`config.mk`:
```
export PLATFORM = sky130hd
export DESIGN_NAME = ax_arbiter_flat
export DESIGN_NICKNAME = d
export VERILOG_FILES = /design/src/rtl/ax_arbiter_if.sv /design/src/rtl/ax_arbiter.sv /design/src/flat_wrapper.sv
export SDC_FILE = /design/constraint.sdc
export NUM_CORES = 1
export LEC_CHECK = 0
export ABC_AREA = 1
export CAP_MARGIN = 20
export CORE_AREA = 2 2 39 41
export CTS_CLUSTER_SIZE = 8
export DETAILED_ROUTE_END_ITERATION = 10
export DIE_AREA = 0 0 41 43
export GPL_TIMING_DRIVEN = 0
export SLEW_MARGIN = 30
export SYNTH_ARGS = -nofsm -noshare
export SYNTH_HDL_FRONTEND = slang
export SYNTH_SLANG_ARGS = --single-unit
```
`constraint.sdc`:
```
create_clock -name ACLK -period 0.9 [get_ports ACLK]
set_input_delay 0.18 -clock ACLK [delete_from_list [all_inputs] [get_ports ACLK]]
set_output_delay 0.18 -clock ACLK [all_outputs]
set_load 0.03 [all_outputs]
```
`src/rtl/ax_arbiter_if.sv`:
```
// ax_arbiter_if: request/grant bundle between two AXI masters, the address
// decoder's selected slave and the ax_arbiter.
//   AxVALID_M0/M1 : address-valid requests from master 0 / master 1
//   AxREADY       : address-ready from the decoded slave
//   DONE          : end-of-transaction pulse (last read beat or write response)
//   gnt           : one-hot grant to the Ax/W muxes, 2'b00 = none
//   AxREADY_M0/M1 : address-ready routed back to the granted master
//   busy          : arbiter owns a transaction
// The slave modport is the arbiter side; the master modport is the
// requesters/slave side that drives the requests and observes the grant.
interface ax_arbiter_if;
  logic       AxVALID_M0;
  logic       AxVALID_M1;
  logic       AxREADY;
  logic       DONE;
  logic [1:0] gnt;
  logic       AxREADY_M0;
  logic       AxREADY_M1;
  logic       busy;

  modport slave (
    input  AxVALID_M0, AxVALID_M1, AxREADY, DONE,
    output gnt, AxREADY_M0, AxREADY_M1, busy
  );

  modport master (
    output AxVALID_M0, AxVALID_M1, AxREADY, DONE,
    input  gnt, AxREADY_M0, AxREADY_M1, busy
  );
endinterface

```
`src/rtl/ax_arbiter.sv`:
```
// ax_arbiter: two-master round-robin arbiter for one AXI address channel
// (one instance for reads, one for writes).
//   ACLK    : clock, all state on the rising edge
//   ARESETn : asynchronous active-low reset
//   bus     : ax_arbiter_if.slave (requests in; grant, readies, busy out)
// Parameters:
//   PRIORITY_INIT : master favoured first after reset (0 = M0, 1 = M1)
//   DONE_IS_LAST  : 1 = ownership ends on DONE, 0 = ends on the address handshake
// The grant is registered and held for the whole transaction so that the W and
// response paths stay routed to the owner until the transaction ends.
module ax_arbiter #(
  parameter bit PRIORITY_INIT = 1'b0,
  parameter bit DONE_IS_LAST  = 1'b1
) (
  input logic          ACLK,
  input logic          ARESETn,
  ax_arbiter_if.slave  bus
);

  localparam logic [1:0] IDLE = 2'd0;
  localparam logic [1:0] ADDR = 2'd1;
  localparam logic [1:0] DATA = 2'd2;

  logic [1:0] state_q, state_d;
  logic [1:0] gnt_q, gnt_d;
  logic       rr_q, rr_d;
  logic       hs;

  // Address handshake of the current owner only; a valid from the other
  // master never completes a handshake.
  assign hs = bus.AxREADY &
              ((gnt_q[0] & bus.AxVALID_M0) | (gnt_q[1] & bus.AxVALID_M1));

  always_comb begin
    state_d = state_q;
    gnt_d   = gnt_q;
    rr_d    = rr_q;
    case (state_q)
      IDLE: begin
        if (bus.AxVALID_M0 | bus.AxVALID_M1) begin
          state_d = ADDR;
          if (bus.AxVALID_M0 & bus.AxVALID_M1) begin
            gnt_d = rr_q ? 2'b10 : 2'b01;
          end else begin
            gnt_d = {bus.AxVALID_M1, bus.AxVALID_M0};
          end
        end
      end
      ADDR: begin
        // DONE here is stray and ignored, even in the handshake cycle.
        if (hs) begin
          if (DONE_IS_LAST) begin
            state_d = DATA;
          end else begin
            state_d = IDLE;
            gnt_d   = 2'b00;
            rr_d    = gnt_q[0];
          end
        end
      end
      DATA: begin
        if (bus.DONE) begin
          state_d = IDLE;
          gnt_d   = 2'b00;
          // Favour the master that did not just own the channel.
          rr_d    = gnt_q[0];
        end
      end
      default: begin
        state_d = IDLE;
        gnt_d   = 2'b00;
      end
    endcase
  end

  always_ff @(posedge ACLK or negedge ARESETn) begin
    if (!ARESETn) begin
      state_q <= IDLE;
      gnt_q   <= 2'b00;
      rr_q    <= PRIORITY_INIT;
    end else begin
      state_q <= state_d;
      gnt_q   <= gnt_d;
      rr_q    <= rr_d;
    end
  end

  assign bus.gnt        = gnt_q;
  assign bus.AxREADY_M0 = bus.AxREADY & gnt_q[0] & (state_q == ADDR);
  assign bus.AxREADY_M1 = bus.AxREADY & gnt_q[1] & (state_q == ADDR);
  assign bus.busy       = (state_q != IDLE);

endmodule

```
`src/flat_wrapper.sv`:
```
// flat-port wrapper written by rule: the top's interface ports become plain ports
module ax_arbiter_flat 
#(
  parameter bit PRIORITY_INIT = 1'b0,
  parameter bit DONE_IS_LAST  = 1'b1
)
  (ACLK, ARESETn, bus_AxVALID_M0, bus_AxVALID_M1, bus_AxREADY, bus_DONE, bus_gnt, bus_AxREADY_M0, bus_AxREADY_M1, bus_busy);
  ax_arbiter_if bus_i ();
  input logic ACLK;
  input logic ARESETn;
  input wire logic [$bits(bus_i.AxVALID_M0)-1:0] bus_AxVALID_M0;
  input wire logic [$bits(bus_i.AxVALID_M1)-1:0] bus_AxVALID_M1;
  input wire logic [$bits(bus_i.AxREADY)-1:0] bus_AxREADY;
  input wire logic [$bits(bus_i.DONE)-1:0] bus_DONE;
  output wire logic [$bits(bus_i.gnt)-1:0] bus_gnt;
  output wire logic [$bits(bus_i.AxREADY_M0)-1:0] bus_AxREADY_M0;
  output wire logic [$bits(bus_i.AxREADY_M1)-1:0] bus_AxREADY_M1;
  output wire logic [$bits(bus_i.busy)-1:0] bus_busy;
  assign bus_i.AxVALID_M0 = bus_AxVALID_M0;
  assign bus_i.AxVALID_M1 = bus_AxVALID_M1;
  assign bus_i.AxREADY = bus_AxREADY;
  assign bus_i.DONE = bus_DONE;
  assign bus_gnt = bus_i.gnt;
  assign bus_AxREADY_M0 = bus_i.AxREADY_M0;
  assign bus_AxREADY_M1 = bus_i.AxREADY_M1;
  assign bus_busy = bus_i.busy;
  ax_arbiter #(.PRIORITY_INIT(PRIORITY_INIT), .DONE_IS_LAST(DONE_IS_LAST)) u_core (.ACLK(ACLK), .ARESETn(ARESETn), .bus(bus_i));
endmodule
```
; ---- Word-level counts from Yosys, hierarchy flattened
; Cells that the tools add are included.
[word_totals]
regBits = 5
input_bits = 6
wordCells = 32
[classes]
eq_ne = 5
mux = 8
bitwise_logic = 11
reduce_logical = 5
[op_table]
columns = operator, n
row1 = two-way mux 2 bit, 6
row2 = case mux 2 bit (3 select lines), 2
row3 = AND 1 bit, 8
row4 = AND reduction 3 bit, 2
row5 = inequality test 2 x 1 -> 1 bit (second input constant), 2
row6 = equality test 2 x 1 -> 1 bit (second input constant), 1
row7 = equality test 2 bit (second input constant), 1
row8 = zero test 2 bit, 1
row9 = inequality test 2 bit (second input constant), 1
row10 = bitwise OR 1 bit, 2
row11 = AND reduction 2 bit, 1
row12 = nonzero test 2 bit, 1
row13 = NOT 1 bit, 1

; ---- Depth between registers and ports, before layout
[depth]
word_depth = 5
ltp_mapped = 6

; ---- Worst setup path after synthesis
; OpenSTA, ideal clock, no wires.
[synth_path]
path_kind = flip-flop to output port
startpoint = register u_core.gnt_q[0], in the netlist u_core.bus.gnt[0]
endpoint = output port bus_AxREADY_M0
arrival_ps = 1046
required_ps = 720
setup_slack_ps = -326
stages_incl_launch_ff = 3
path_cell_list = dfrtp_1 -> nand2_1 -> nor2_1
[synth_between]
elab_chain_len = 2
[synth_lines]
columns = item, line
row1 = from (decl), ax_arbiter.sv:25  ; logic [1:0] gnt_q, gnt_d;
row2 = from (signal assigned), ax_arbiter.sv:83  ; gnt_q <= gnt_d;
row3 = AND 1 bit (2 in series), ax_arbiter.sv:89  ; assign bus.AxREADY_M0 = bus.AxREADY & gnt_q[0] & (state_q == ADDR);
row4 = to (decl), flat_wrapper.sv:16  ; output wire logic [$bits(bus_i.AxREADY_M0)-1:0] bus_AxREADY_M0;
; No other way between the ends.

; ---- Worst setup path after layout
[layout_path]
startpoint = register u_core.state_q[1]
endpoint = output port bus_AxREADY_M0
[layout_between]
elab_chain_len = 2
[layout_lines]
columns = item, line
row1 = from (decl), ax_arbiter.sv:24  ; logic [1:0] state_q, state_d;
row2 = from (signal assigned), ax_arbiter.sv:82  ; state_q <= state_d;
row3 = equality test 2 x 1 -> 1 bit, ax_arbiter.sv:89
row4 = AND 1 bit, ax_arbiter.sv:89
; No other way between the ends.

==> impl_metrics.env <==
export IMPL_fillerInstances=145
export IMPL_synthCells=39
export IMPL_async_reset_ff_frac=1.00
export IMPL_power_density_mw_per_mm2=3590
export IMPL_r2r_slack_ns=-0.30
export IMPL_status="finished, violations left"
export IMPL_io_pins=11
export IMPL_yosysMostFrequentCell="nand2_1"
export IMPL_post_route_util=0.427
export IMPL_cp_start_kind="register"
export IMPL_clockRootBuffer="clkbuf_4"
export IMPL_timing_final_crit_share=1.41
export IMPL_dp_hpwl_um=509
export IMPL_drtIter0Drc=4
export IMPL_p_leak_nw=0.282
export IMPL_placed_cell_area_um2=424
export IMPL_synth_top_area_frac=0.444
export IMPL_ant_nets=0
export IMPL_die_area_mm2=0.00176
export IMPL_final_cells=78
export IMPL_path_clk_slew_ns=0.04
export IMPL_grt_use_total=0.106
export IMPL_worstMarginPinSlew_ns=0.210
export IMPL_ys_seq_area_frac=0.444
export IMPL_syn2layout_area_growth_pct=110
export IMPL_ys_types=12
export IMPL_post_route_drc_count=0
export IMPL_start_util=0.203
export IMPL_fin_area_um2=591
export IMPL_rsz0062_at_grt="true"
export IMPL_dp_cells=65
export IMPL_vias_per_cell=4.13
export IMPL_synth_enable_flop_cells=0
export IMPL_synth_common_cells="nand2_1, nand3_1, dfrtp_1, inv_1, nor2_1"
export IMPL_clock_latency_ns=0.24
export IMPL_cts_tree="done"
export IMPL_finalSetupViolations=10
export IMPL_n_antenna_cell=0
export IMPL_wirelength_um=720
export IMPL_cts_buffer_depth=2
export IMPL_netlist_area_um2=282
export IMPL_syn_num_nets=45
export IMPL_worst_path_buf_inv=2
export IMPL_grt_pass1_wl_um=1170
export IMPL_grt_pass1_vias=293
export IMPL_fin_nets=69
export IMPL_critPathMaxFanout=3
export IMPL_gp_congestion=0.631
export IMPL_dieHeight_um=43
export IMPL_grt_overflow_total=0
export IMPL_drv_cap=0
export IMPL_fmax_mhz=789
export IMPL_core_area_mm2=0.00138
export IMPL_grt_antenna_before_repair=0
export IMPL_cpPeakStageDelay_ns=0.43
export IMPL_crit_arrival_ns=1.09
export IMPL_finalHoldViolCount=0
export IMPL_fin_skew_ns=0.000644
export IMPL_cts_sinks=5
export IMPL_cp_common_cell="nor2_4"
export IMPL_cts_made_buffers=3
export IMPL_synth_top_area_cell="dfrtp_1"
export IMPL_finalPower_w=0.00212
export IMPL_yosys_warnings=0
export IMPL_drive_above_1_share=0.548
export IMPL_die_w_um=41
export IMPL_cp_required_ns=0.72
export IMPL_cts_max_level=1
export IMPL_firstDrtPassIters=4
export IMPL_grt_max_degree=6
export IMPL_fin_crit_ns=1.27
export IMPL_max_slew_margin_rel=0.860
export IMPL_drv_slew=0
export IMPL_dr_total_vias=322
export IMPL_cp_end_kind="primary output"
export IMPL_fin_tns_setup_ns=-2.18
export IMPL_synth_area_leaders="dfrtp_1, nand2_1, nand3_1"
export IMPL_violations="negative setup slack"
export IMPL_path_cells="nor2_4 > inv_4 > nor2_4 > buf_6"
export IMPL_cp_top_family="flip-flops"
export IMPL_ir_worst_vdd_uv=1290
export IMPL_ys_flop_type="dfrtp_1"
export IMPL_wl_per_cell_um=9.23
export IMPL_worst_setup_path_type="reg2out"
export IMPL_synth_area_per_cell_um2=7.22
export IMPL_worst_slack_ns=-0.368
export IMPL_critical_path_slowest_cell="dfrtp_2"
export IMPL_portBuffers=10
export IMPL_synth_seq_cells=5
export IMPL_hp_class="in2async"
export IMPL_rows=14
worst register-to-register path, cell delays in order, from the launching register on:
cell	delay (ns)
dfrtp_2	0.43
nor2_4	0.15
buf_4	0.13
buf_6	0.08
buf_6	0.09
nand3_4	0.08
nand3_2	0.07
nand2_2	0.04
metrics by stage:
step,hold WS (ns),setup WS [ns]
floorplan,-0.116,-0.0812
global placement,0.412,-0.849
detailed placement,0.413,-0.839
CTS,0.155,-0.381
global route,0.155,-0.428
finish,0.157,-0.368
sequential cells by signal, indices dropped and copies added, names as in the netlist:
name and cells:
u_core.rr_q 1, u_core.bus.gnt 2, u_core.state_q 2
per-layer routing:
layer	up-vias	wire length, um	GRT usage
met3	0	46	0.0366
li1	171	-	-
met1	144	304	0.122
met4	0	0	0.100
met2	7	369	0.144
met5	-	0	0
where the power goes:
part	switching, W	leakage (nW)	internal [W]
combinational	0.000685	0.208	0.000712
sequential	0.000125	0.0594	0.000346
clock	0.0000833	0.0150	0.000167
total	0.000893	0.282	0.00123
path summary, 6_finish.rpt:
| check | cells past startpoint | endpoint | from |
|---|---|---|---|
| min reg2reg | 2 | u_core.rr_q | u_core.rr_q |
| max in group asynchronous | 1 | u_core.state_q[1] | ARESETn |
| max | 4 | bus_AxREADY_M0 | u_core.state_q[1] |
| max reg2reg | 7 | u_core.state_q[1] | u_core.state_q[1] |
| min | 1 | u_core.bus.gnt[0] | ARESETn |
| min in group ACLK | 4 | u_core.state_q[0] | bus_AxREADY |
cells by family (layout without fill, tap and decap cells):
family / after synthesis / in the layout / share of synthesized area
AO/OA/AOI/OAI: 3 / 3 / 0.0622
buffers and inverters: 7 / 30 / 0.0934
flip-flops: 5 / 5 / 0.444
AND/OR/NAND/NOR: 24 / 24 / 0.400
cells in the final DEF (no fill, tap or decap), drive strengths merged:
master	synthesis	layout
clkdlybuf4s50	0	4
inv	7	7
dlymetal6s2s	0	1
clkbuf	0	4
dfrtp	5	5
nand2	11	11
o21ai	2	2
buf	0	14
nand3	8	8
o211ai	1	1
nor2	5	5
layout make-up:
cell class	instances	area, um^2	area share
flip-flops and latches	5	129	0.218
multi-input cells	27	191	0.324
inverters	7	28.8	0.0487
well taps	16	20.0	0.0339
clock buffers	4	26.3	0.0445
repair buffers	19	195	0.331
timing repair:
item,4_1_cts,5_1_grt
setup buffers,8,3
pin swaps,2,2
resized for setup,44,8
cloned,0,0
endpoints found under the hold margin,0,0
setup endpoints to repair,9,10
hold buffers,0,0
Power figures use the tool's default switching activity.
==> edit 1 (same settings) <==
`PRIORITY_INIT` is set to 1'b0 in 2 places; all go to 1'b1.
--- a/src/rtl/ax_arbiter.sv
+++ b/src/rtl/ax_arbiter.sv
@@ -9,7 +9,7 @@
 // The grant is registered and held for the whole transaction so that the W and
 // response paths stay routed to the owner until the transaction ends.
 module ax_arbiter #(
-  parameter bit PRIORITY_INIT = 1'b0,
+  parameter bit PRIORITY_INIT = 1'b1,
   parameter bit DONE_IS_LAST  = 1'b1
 ) (
   input logic          ACLK,
--- a/src/flat_wrapper.sv
+++ b/src/flat_wrapper.sv
@@ -1,7 +1,7 @@
 // flat-port wrapper written by rule: the top's interface ports become plain ports
 module ax_arbiter_flat 
 #(
-  parameter bit PRIORITY_INIT = 1'b0,
+  parameter bit PRIORITY_INIT = 1'b1,
   parameter bit DONE_IS_LAST  = 1'b1
 )
   (ACLK, ARESETn, bus_AxVALID_M0, bus_AxVALID_M1, bus_AxREADY, bus_DONE, bus_gnt, bus_AxREADY_M0, bus_AxREADY_M1, bus_busy);
Function: changed (a bounded check fails within 4 cycles, from zero or initial values and one cycle with ARESETn low).
==> edit 1 against the original RTL <==
The run still ends with negative setup slack left. Final cell count is 2.6% lower. Area after synthesis up 0.44%. Sequential cell count unchanged. Global-route usage is 0.64 points lower. Die area unchanged. Clock skew is 1.3 ps higher. Sequential share of layout area is 1.4 points higher. Routed wire length is 1.8% lower. Setup slack improved by 12 ps. Via count decreased by 1.6%. Power fell by 5.5%. Non-clock buffer count down 2. Design area fell by 5.1%. Largest cell class is now multi-input gates.
==> edit 1: results (changes against the original RTL) <==
| Metric | Value |
|---|---|
| Initial antenna violation count | `0 (unchanged)` |
| Endpoints failing setup | `9 (-1)` |
| Pleak | `0.255 nW (-9.4%)` |
| Final WS setup | `-356 ps (+11.9 ps)` |
| First-pass GRT wire length | `1140 µm (-3.0%)` |
| Routed wire per std cell | `9.30 µm (+0.78%)` |
| R2R cell count | `6 (-1)` |
| Port bufs | `10 (unchanged)` |
| Clk buf depth | `2 (unchanged)` |
| Worst-path clk slew | `40 ps (about the same)` |
| Via count | `317 (-1.6%)` |
| Clock latency on the worst-skew pair | `240 ps (about the same)` |
| Tot Pwr | `2.00 mW (-5.5%)` |
| Count leader, synth | `nand2_1` |
| RR Startpoint | `u_core.state_q[1]` |
| Vias in the first global route | `304 (+3.8%)` |
| Layout cells sized above 1 | `55.0% (+0.16 points)` |
| Setup TNS Final | `-1900 ps (+279 ps)` |
| Pin count of the biggest net entering global routing | `6 (unchanged)` |
| Clk_skew | `1.92 ps (+1.28 ps)` |
| Arrival time worst endpoint | `about 1100 ps` |
| Root Driver | `clkbuf_4` |
| Syn. warnings | `0 (unchanged)` |
| Count of inserted antenna diode cells | `0 (unchanged)` |
| Number of buffers created by CTS | `3 (unchanged)` |
| Failing checks | `negative setup slack` |
| Gpl congestion | `0.633 (+0.29%)` |
| Synth top area cells | `dfrtp_1 35%, nand2_1 13%, nand3_1 12%` |
| Gr usage total | `9.98% (-0.64 points)` |
| Synth async-reset ratio | `100% (unchanged)` |
| Syn_nets | `45 (unchanged)` |
| Detailed-placement wirelength estimate | `494 µm (-3.0%)` |
| Synth cell count leaders | `10 x nand2_1, 7 x nand3_1, 5 x inv_1` |
| Post-synthesis sequential area ratio | `44.7% (+0.25 points)` |
| DR iter-0 viols | `2 (-2)` |
| H-tree levels | `1 (unchanged)` |
| Worst reg2reg setup slack | `-210 ps (+90 ps)` |
| Outcome | `finished with violations` |
| R2R Path End | `u_core.state_q[1]` |
| Peak VDD IR | `0.00118 V (-8.0%)` |
| First-pass iteration count of the detailed router | `2 (-2)` |
| Vias/cell | `4.17 (+1.0%)` |
| Dpl cell area | `425 µm² (+0.29%)` |
| Syn avg cell area | `7.25 µm² (+0.44%)` |
| Worst min path class | `input port to asynchronous set/reset pin` |
| Number of library cell types mapped by synthesis | `13 (+1)` |
| Slew HR | `85.7% (-0.25 points)` |
| Final net count | `67 (-2.9%)` |
| Crit-path max FO | `3 (unchanged)` |
| Placed cells | `65 (unchanged)` |
| Fillers | `151 (+4.1%)` |
-- edit 1: changes by cell type after synthesis --
cell	change
dfstp_2	+1
dfrtp_1	-1
-- edit 1: worst max-delay path, cell delays in order, from the launching register on --
cell and delay [ps]:
dfrtp_2 430, nor2_4 140, inv_4 60, nor2_4 70, buf_6 130
-- edit 1: how the worst max path moves through the flow --
stage	startpoint	to	slack [ps]	depth (start not counted)
3_3_place_gp	bus_AxREADY	bus_AxREADY_M1	-850	4
6_report	u_core.state_q[1]	bus_AxREADY_M0	-360	4
4_1_cts	u_core.state_q[1]	bus_AxREADY_M0	-380	4
5_1_grt	u_core.state_q[1]	bus_AxREADY_M0	-410	4
3_5_place_dp	bus_AxREADY	bus_AxREADY_M1	-840	4
2_1_floorplan	u_core.state_q[0]	bus_AxREADY_M0	-80	4
-- edit 1: where the power goes --
group | switching [mW] | internal [mW] | total, mW
Combinational | 0.658 | 0.610 | 1.27
Clock | 0.0818 | 0.167 | 0.249
Sequential | 0.123 | 0.361 | 0.484
-- edit 1: cell families (layout without fill, tap and decap cells) --
family / after synthesis / count (layout) / share of synthesized area (%)
and+or+nand+nor: 24 / 24 / 39.8
buffers and inverters: 7 / 28 / 9.29
DFF: 5 / 5 / 44.7
AOI/OAI and AO/OA: 3 / 3 / 6.19
-- edit 1: final cells by class --
| class | count | area [µm²] | share of cell area, % |
|---|---|---|---|
| inverters | 7 | 28.8 | 5.13 |
| flip-flops and latches | 5 | 130 | 23.2 |
| clock buffers | 4 | 26.3 | 4.69 |
| repair buffers | 17 | 163 | 29.0 |
| well taps | 16 | 20.0 | 3.57 |
| multi-input cells | 27 | 193 | 34.4 |
-- edit 1: metal layers --
metal,GRT usage [%],vias to the layer above,part of all wire (%)
met5,0,-,0
met4,10.0,0,0
met3,1.57,0,4.4
met2,13.8,7,59
met1,12.1,146,37
li1,-,164,-
-- edit 1: timing repair --
| item | 4_1_cts | 5_1_grt |
|---|---|---|
| buffers inserted | 6 | 1 |
| setup endpoints to repair | 9 | 10 |
| hold endpoints to repair | 0 | 0 |
| gates resized for setup | 42 | 5 |
| pin swaps | 3 | 2 |
-- edit 1: metrics by stage --
| step | hold slack [ps] | worst slack (ps) |
|---|---|---|
| global route | 175 | -406 |
| floorplan | -116 | -81.2 |
| global placement | 412 | -849 |
| detailed placement | 414 | -842 |
| finish | 159 | -356 |
| CTS | 155 | -376 |
==> edit 2 (same settings) <==
Without the edit above. Make the reset (`ARESETn`) synchronous in one clocked block. Comments in the files are not updated.
--- a/src/rtl/ax_arbiter.sv
+++ b/src/rtl/ax_arbiter.sv
@@ -73,7 +73,7 @@
     endcase
   end
 
-  always_ff @(posedge ACLK or negedge ARESETn) begin
+  always_ff @(posedge ACLK) begin
     if (!ARESETn) begin
       state_q <= IDLE;
       gnt_q   <= 2'b00;
Check against the original RTL: differs if ARESETn is asserted again (counterexample within 4 cycles, from zero or initial values and one cycle with ARESETn low); with ARESETn held inactive, the same outputs for 10 cycles.
==> edit 2 against the original RTL <==
The flow still finishes with violations (negative setup slack). Setup slack improved by 56 ps. First-iteration DRC count up 25%. Register-to-register slack improved by 70 ps. Routed wire length grew 4.4%. Clock skew hardly changed. Final cell count is 2.6% lower. Sequential cell count did not move. Area after synthesis is 5.3% lower. Design area fell by 7.0%. Critical path type unchanged.
Power is not compared: it rests on default switching activity, and its combinational part moved more than twofold at a synthesized area within 25%.
==> edit 2: results (changes against the original RTL) <==
| Metric | Value |
|---|---|
| Synth top area cells | `dfxtp_1 38%, nand3_1 15%, nand2_1 11%` |
| RR Startpoint | `u_core.state_q[0]` |
| Gr usage total | `9.14% (-1.5 points)` |
| Synth Instances | `41 (+5.1%)` |
| Synth cell count leaders | `8 x nand2_1, 8 x nand3_1, 6 x inv_1` |
| Final WS setup | `-312 ps (+56.1 ps)` |
| Failing checks | `negative setup slack` |
| Final wirelength | `752 µm (+4.4%)` |
| Vias in the first global route | `282 (-3.8%)` |
| Syn_nets | `47 (+4.4%)` |
| Clk_skew | `1.01 ps (+0.366 ps)` |
| Fillers | `151 (+4.1%)` |
| Number of library cell types mapped by synthesis | `11 (-1)` |
| Placement Setup Slack | `-843 ps (-4.30 ps)` |
| Area leader, netlist | `dfxtp_1` |
| Endpoints failing setup | `9 (-1)` |
| Non-CTS buffers | `15 (-4)` |
| Final net count | `67 (-2.9%)` |
| Routed wire per std cell | `9.89 µm (+7.2%)` |
| Setup TNS Final | `-1460 ps (+726 ps)` |
| Worst min path class | `input port to flop` |
| Fraction of area in registers | `20.5% (-1.3 points)` |
| R2R cell count | `8 (+1)` |
| Multi-input comb cells | `29 (+7.4%)` |
| Outcome | `finished with violations` |
| Crit-path max FO | `3 (unchanged)` |
| Design area | `549 µm² (-7.0%)` |
| First-pass GRT wire length | `1040 µm (-11%)` |
| Arrival time worst endpoint | `1030 ps (-60 ps)` |
| Synth async-reset ratio | `0% (-100 points)` |
| Detailed-placement wirelength estimate | `475 µm (-6.6%)` |
| Via count | `320 (-0.62%)` |
| Gpl congestion | `0.708 (+12%)` |
| Signal buf overhead | `26.9% (-6.2 points)` |
| Clock Network Area Fraction | `4.78% (+0.33 points)` |
| Layout cells sized above 1 | `56.7% (+1.8 points)` |
| DR iter-0 viols | `5 (+1)` |
| Post-synthesis sequential area ratio | `37.6% (-6.9 points)` |
## edit 2: final timing paths
check,endpoint,slack [ps]
worst max-delay path,bus_AxREADY_M1,-310
worst min-delay path,u_core.bus.gnt[0],290
worst max register to register,u_core.bus.gnt[1],-230
worst min register to register,u_core.rr_q,470
## edit 2: kinds of logic after synthesis
logic type,count (synthesis),synth area share (%)
AOI/OAI and AO/OA,6,11.3
buffers and inverters,7,9.86
DFF,5,37.6
and+or+nand+nor,23,41.3
## edit 2: routing by layer
metal	vias up	GRT usage [%]	routed length [µm]
met2	10	12.8	381
li1	171	-	-
met3	2	3.14	55
met4	0	8.00	17
met5	-	0	0
met1	137	10.3	297
## edit 2: timing repair
action,CTS,global route
gates resized for setup,48,9
buffers inserted,3,2
endpoints found under the setup margin,9,10
hold buffers,0,0
pin swaps,5,4
## edit 2: critical path, cell delays in order (launching register included)
cell and delay (ps):
dfxtp_2 350, inv_2 60, nor2_4 110, inv_4 60, nor2_4 80, buf_6 130
